**config.mk**
```make
export PLATFORM = sky130hd
export DESIGN_NAME = core_fetch_decode
export DESIGN_NICKNAME = d
export VERILOG_FILES = /design/src/rtl/core_isa_pkg.sv /design/src/rtl/core_fetch_decode.sv
export SDC_FILE = /design/constraint.sdc
export NUM_CORES = 1
export LEC_CHECK = 0
export ABC_AREA = 0
export CAP_MARGIN = 20
export CORE_UTILIZATION = 37
export DETAILED_ROUTE_END_ITERATION = 8
export HOLD_SLACK_MARGIN = 0.02
export PLACE_DENSITY = 0.75
export SLEW_MARGIN = 5
export SYNTH_ARGS = -nofsm -noshare
export SYNTH_HDL_FRONTEND = slang
export SYNTH_SLANG_ARGS = --single-unit
```
**constraint.sdc**
```tcl
create_clock -name clock -period 1.99 [get_ports clock]
set_input_delay 0.2985 -clock clock [delete_from_list [all_inputs] [get_ports clock]]
set_output_delay 0.2985 -clock clock [all_outputs]
set_load 0.005 [all_outputs]
```
**src/rtl/core_isa_pkg.sv**
```systemverilog
// Shared ISA definitions for the per-core fetch/decode stages: word layout,
// opcode constants and instruction-length decoding.
package core_isa_pkg;

    localparam int unsigned MASK_LSB = 12;
    localparam int unsigned OPCODE_W = 12;

    typedef logic [OPCODE_W-1:0] opcode_t;

    localparam opcode_t OP_NOP   = 12'd0;
    localparam opcode_t OP_LOADA = 12'd3;
    localparam opcode_t OP_LOADB = 12'd5;
    localparam opcode_t OP_STORE = 12'd7;
    localparam opcode_t OP_JUMPZ = 12'd9;
    localparam opcode_t OP_JUMPN = 12'd13;
    localparam opcode_t OP_ENDOP = 12'd48;

    function automatic logic is_two_word(input opcode_t op);
        return (op == OP_LOADA) || (op == OP_LOADB) ||
               (op == OP_JUMPZ) || (op == OP_JUMPN);
    endfunction

    function automatic logic is_jump(input opcode_t op);
        return (op == OP_JUMPZ) || (op == OP_JUMPN);
    endfunction

endpackage

```
**src/rtl/core_fetch_decode.sv**
```systemverilog
// Per-core fetch/decode: walks the PC over the shared instruction memory, keeps
// instructions enabled for this core, assembles operands and issues them.
module core_fetch_decode
    import core_isa_pkg::*;
#(
    parameter int unsigned CORE_ID    = 0,
    parameter logic [15:0] START_ADDR = 16'd0
) (
    input  logic        clock,
    input  logic        reset,
    output logic [15:0] mem_addr,
    input  logic [15:0] mem_instr,
    output logic        dec_valid,
    input  logic        dec_ready,
    output logic [11:0] dec_opcode,
    output logic [15:0] dec_operand,
    output logic        dec_two_word,
    input  logic        jump_taken,
    output logic        halted
);

    localparam logic [3:0] EN_BIT = 4'(MASK_LSB + CORE_ID);

    typedef enum logic [2:0] {
        S_FETCH,
        S_INSTR,
        S_OPFETCH,
        S_OPND,
        S_ISSUE,
        S_HALT
    } state_t;

    state_t      state_q, state_d;
    logic [15:0] pc_q, pc_d;
    opcode_t     opcode_q;
    logic [15:0] operand_q;
    logic        two_word_q;
    logic        local_q;
    logic        ir_ld;
    logic        opnd_ld;
    logic        instr_local;
    opcode_t     instr_op;

    assign instr_op    = mem_instr[OPCODE_W-1:0];
    assign instr_local = mem_instr[EN_BIT];

    always_ff @(posedge clock) begin
        if (reset) begin
            state_q <= S_FETCH;
            pc_q    <= START_ADDR;
        end else begin
            state_q <= state_d;
            pc_q    <= pc_d;
        end
    end

    // Operand length is taken from the opcode regardless of the mask, so a
    // foreign two-word instruction still consumes its operand slot.
    always_comb begin
        state_d   = state_q;
        pc_d      = pc_q;
        ir_ld     = 1'b0;
        opnd_ld   = 1'b0;
        dec_valid = 1'b0;
        halted    = 1'b0;
        case (state_q)
            S_FETCH: state_d = S_INSTR;
            S_INSTR: begin
                ir_ld = 1'b1;
                pc_d  = pc_q + 16'd1;
                if (is_two_word(instr_op))    state_d = S_OPFETCH;
                else if (!instr_local)        state_d = S_FETCH;
                else if (instr_op == OP_ENDOP) state_d = S_HALT;
                else                          state_d = S_ISSUE;
            end
            S_OPFETCH: state_d = S_OPND;
            S_OPND: begin
                opnd_ld = 1'b1;
                pc_d    = pc_q + 16'd1;
                state_d = local_q ? S_ISSUE : S_FETCH;
            end
            S_ISSUE: begin
                dec_valid = 1'b1;
                if (dec_ready) begin
                    if (is_jump(opcode_q) && jump_taken) pc_d = operand_q;
                    state_d = S_FETCH;
                end
            end
            S_HALT:  halted = 1'b1;
            default: state_d = S_FETCH;
        endcase
    end

    always_ff @(posedge clock) begin
        if (reset) begin
            opcode_q   <= '0;
            operand_q  <= '0;
            two_word_q <= 1'b0;
            local_q    <= 1'b0;
        end else begin
            if (ir_ld) begin
                opcode_q   <= instr_op;
                local_q    <= instr_local;
                two_word_q <= is_two_word(instr_op);
                operand_q  <= '0;
            end
            if (opnd_ld) operand_q <= mem_instr;
        end
    end

    assign mem_addr     = pc_q;
    assign dec_opcode   = opcode_q;
    assign dec_operand  = operand_q;
    assign dec_two_word = two_word_q;

endmodule

```
# --- Yosys cells after proc, flatten, opt, wreduce, memory -nomap -nowiden ---
# Index checks and enable logic that the tools add are counted.
classes:
  bitwise_logic: 1
  mux: 15
  add_sub_neg: 1
  n_reduce_logical: 11
  eq_ne: 14
ops:
  columns: ["op", "n"]
  rows:
  - ["$mux W16", 4]
  - ["$eq A12 B4 Y1 const B", 4]
  - ["$pmux W16 S2", 1]
  - ["$pmux W3 S6", 1]
  - ["$add A16 B1 Y16 const B", 1]
  - ["$eq A12 B2 Y1 const B", 1]
  - ["$eq A12 B3 Y1 const B", 1]
  - ["$eq A12 B6 Y1 const B", 1]
  - ["$mux W3", 4]
  - ["$eq A3 B2 Y1 const B", 2]
  - ["$eq A3 B3 Y1 const B", 2]
  - ["$mux W1", 5]
  - ["$logic_or A1 B1 Y1", 4]
  - ["$ne A2 B2 Y1 const B", 2]
  - ["$reduce_bool A2 Y1", 2]
  - ["$eq A3 B1 Y1 const B", 1]
  - ["$logic_not A3 Y1", 1]
  - ["$reduce_and A3 Y1", 1]
  - ["$reduce_and A2 Y1", 1]
  - ["$reduce_or A2 Y1", 1]
  - ["$logic_and A1 B1 Y1", 1]
  - ["$not A1 Y1", 1]
totals:
  wordCells: 48
  register_bits: 49
  output_inout_bits: 47

# --- Longest topological paths before layout ---
depth:
  ltp_word: 6
  mapped_depth: 8
  depth_no_buf: 6

# --- Least setup slack after synthesis ---
# OpenSTA, ideal clock, no wires.
synth_timing:
  path_type: "reg2reg"
  from: "register state_q[2]"
  to: "register pc_q[15], in the netlist mem_addr[15]"
  required_time_ns: 1.856
  n_path_buf: 2
  path_slack_ns: 0.374
  stages_incl_launch_ff: 7
  setup_ns: 0.134
  arrival_ns: 1.482
  synth_period_minus_slack_ns: 1.616
  path_cell_list: "dfxtp_1 -> or3b_1 -> buf_2 -> o21a_2 -> buf_6 -> a21oi_1 -> o32ai_2"
synth_via:
  elab_chain_len: 4
synth_lines:
  columns: ["item", "line_no", "rtl"]
  rows:
  - ["start, declared", "core_fetch_decode.sv:33", "state_t state_q, state_d;"]
  - ["start signal, assigned", "core_fetch_decode.sv:52", "state_q <= state_d;"]
  - ["$eq A3 B1 Y1 / $eq A3 B2 Y1 (equally long branches)", "core_fetch_decode.sv:66", "case (state_q)"]
  - ["$reduce_or A2 Y1 (no source line)", null, null]
  - ["$reduce_bool A2 Y1 (no source line)", null, null]
  - ["$reduce_and A3 Y1 (no source line)", null, null]
  - ["end signal, assigned", "core_fetch_decode.sv:53", "pc_q <= pc_d;"]
  - ["end, declared", "core_fetch_decode.sv:34", "logic [15:0] pc_q, pc_d;"]
# Parallel ways exist; a longest one is shown, timed or not.
# A chain may end at the register's enable or synchronous reset.

# --- Worst setup path in the final report ---
layout_timing:
  from: "register state_q[0]"
  to: "output port dec_valid"
layout_via:
  elab_chain_len: 2
layout_lines:
  columns: ["item", "line_no", "rtl"]
  rows:
  - ["$eq A3 B3 Y1", "core_fetch_decode.sv:66", null]
  - ["$mux W1", "core_fetch_decode.sv:66", null]
  - ["end, declared", "core_fetch_decode.sv:13", "output logic dec_valid,"]
# No other way between the ends.

==> out/metrics.csv <==
metric,value,unit
Synth Register Bits,49,
Worst setup EP type,primary output,
Fill cells,572,
leakage dissipation,1.12,nW
yosys warns,0,
via count,2489,
setup_tns,0,ns
max_slew headroom,77.6,%
Post-Layout Cell Count,457,
share of the yosys chip area belonging to registers,42.1,%
"Top FF cell, synth",dfxtp_1,
Yosys cell types,48,
"Slew Viols, Final",0,
Bufs and invs on worst path,2,
Skew-Pair Late Insertion Delay,0.31,ns
ranking of synthesized cells by area,"dfxtp_1 (42%), a21oi_1 (11%), nand2_1 (10%), nand3_1 (4.9%), nor2_1 (3.2%)",
min cycle time layout,1.94,ns
"CTS clk-pin slew, worst paths",0.09,ns
Startpoint Class,register,
drt via density,5.45,
DP HPWL,4.86,mm
post-route setup slack,0.0536,ns
Max Clk Rate,0.516,GHz
I/O pin count,67,
CP Depth,3,
H-tree levels,2,
Die Wd,81.4,um
CP Capture Point,dec_valid,
pwr dens,696,nW/um2
number of flops mapped to enable cells by yosys,0,
final hold viol count,0,
area of the multi-input gates,1240,um2
post-route ant nets,0,
dpl cells,448,
Reg area,982,um2
hold path start,local_q,
Placer Congestion,0.831,
CTS root buf,clkbuf_8,
antenna violations before repair,0,
Top delay family on crit path,buffers and inverters,
status,completed,
Setup crit start,state_q[0],
Post-Synthesis Cells,306,
Synth top area share,42.1,%
Yosys top cell by area,dfxtp_1,
DRC viols,0,
Peak VDD IR,0.370,mV
DR iter-0 viols,157,
CTS tree,yes,
pre-CTS setup slack,-0.0888,ns
worst reg2reg startpoint,state_q[0],
Hold WS,0.458,ns
RSZ-0062 raised after global routing,no,
Congestion Overflow GR,0,
CTS max path bufs,2,
Worst Path Max Fanout,7,
Reg2Reg Setup Slack,0.16,ns
critical path class,reg2out,
CTS Sinks,49,
# diodes,0,
Die Height,81.4,um
Area after DPL,3150,um2
Post-Syn Area per Cell,7.62,um2
Syn-to-layout area delta,41.4,%
final cycle utilization of the critical path,97.3,%
final WL,6.68,mm
most frequent cells in the layout,"clkdlybuf4s50_1 (66), nand2_1 (64), a21oi_1 (52), dfxtp_1 (48), nand3_1 (23)",
gr usage total,20.8,%
CORE AREA,5990,um2
die area,6620,um2
"leading cell type in the layout, fill and taps excluded",clkdlybuf4s50_1,
drt first pass iters,4,
TritonCTS buffer count,5,
Arrival @ worst endpoint,1.64,ns
synthesized area,2330,um2
global-route wire length before repair,10.7,mm
# setup viols final,0,
crit-path max cell delay,0.49,ns
critical path cell sequence,"or3b_4, clkinv_4, clkdlybuf4s50_1",
FP Rows,28,
Setup Skew,0.00562,ns
FF-to-FF path depth,8,
Final Cell Area,3300,um2
slew at the pin closest to its max-slew limit,0.337,ns
# Max-Cap Violations,0,
pin count of the biggest net entering global routing,34,
wire per inst,14.6,um
Nets,402,
Worst Path Required,1.69,ns
# port buffers,66,
"Async S/R FF share, synth",0,%
FF-to-FF End,mem_addr[11],
worst min path class,reg2reg,
"slowest stage cell, crit path",clkdlybuf4s50_1,
vias in the first global route,2284,
syn_nets,327,
Initial Util,38.9,%
layout cells sized above 1,10.5,%
## repair_timing
item | in CTS | in global routing
hold endpoints to repair | 0 | 0
buffers inserted | 1 | 0
hold buffers | 0 | 0
setup endpoints to repair | 1 | 0
resized for setup | 3 | 0
## worst min path at each step
stage                    endpoint  slack, ns  cells past startpoint
floorplan           dec_opcode[2]       0.43                      2
global placement          local_q       0.44                      2
detailed placement        local_q       0.45                      2
CTS                       local_q       0.46                      2
global route              local_q       0.49                      2
finish                    local_q       0.46                      2
## where the power goes
group	internal (W)	switching, W
sequential	0.00102	0.0000290
combinational	0.000189	0.000218
clock	0.000499	0.000342
total	0.00170	0.000588
## final cells by class
class / instances / share of cell area [%]
Timing Repair Buffer: 87 / 25.2
Multi-Input combinational cell: 235 / 37.6
Tap cell: 75 / 2.85
Inverter: 3 / 0.494
Clock inverter: 3 / 1.97
Clock buffer: 5 / 2.09
Sequential cell: 49 / 29.8
## cell usage after synthesis, types with 3 or more instances
library cell / number
buf_2: 3
and2_1: 4
nand4_1: 4
nand2b_1: 4
nor2_1: 20
a21oi_1: 52
dfxtp_1: 49
nand2_1: 64
nor3_1: 3
and3_1: 4
nand3_1: 23
o21ai_0: 9
clkbuf_1: 10
buf_4: 3
o21ai_1: 9
## state kept, by name, indices dropped and copies added (netlist names)
register and flops:
dec_two_word 1, dec_opcode 12, state_q 3, local_q 1, dec_operand 16, mem_addr 16
## per-layer routing
layer	vias to the layer above	wire length, um	GRT usage [%]
met2	80	3250	35.7
met5	-	0	0
met1	1170	2840	24.9
li1	1230	-	-
met4	0	85	6.07
met3	9	502	5.96
## worst min-delay path, stage by stage (launching register included)
cell,delay [ns]
dfxtp_1,0.32
nand2_1,0.05
a21oi_1,0.05
## cell families after synthesis
kind of cell	share of synthesized area (%)
DFF	42.1
buffers and inverters	4.88
adders and majority gates	0.537
AOI/OAI and AO/OA	23.2
and+or+nand+nor	29.3
## stage by stage
stage	util [%]	power, W
floorplan	-	0.00127
global placement	52.5	0.00146
detailed placement	52.5	0.00147
CTS	55.0	0.00231
global route	55.0	0.00239
finish	55.0	0.00229
Note: power is estimated with default switching activity, not from simulation.
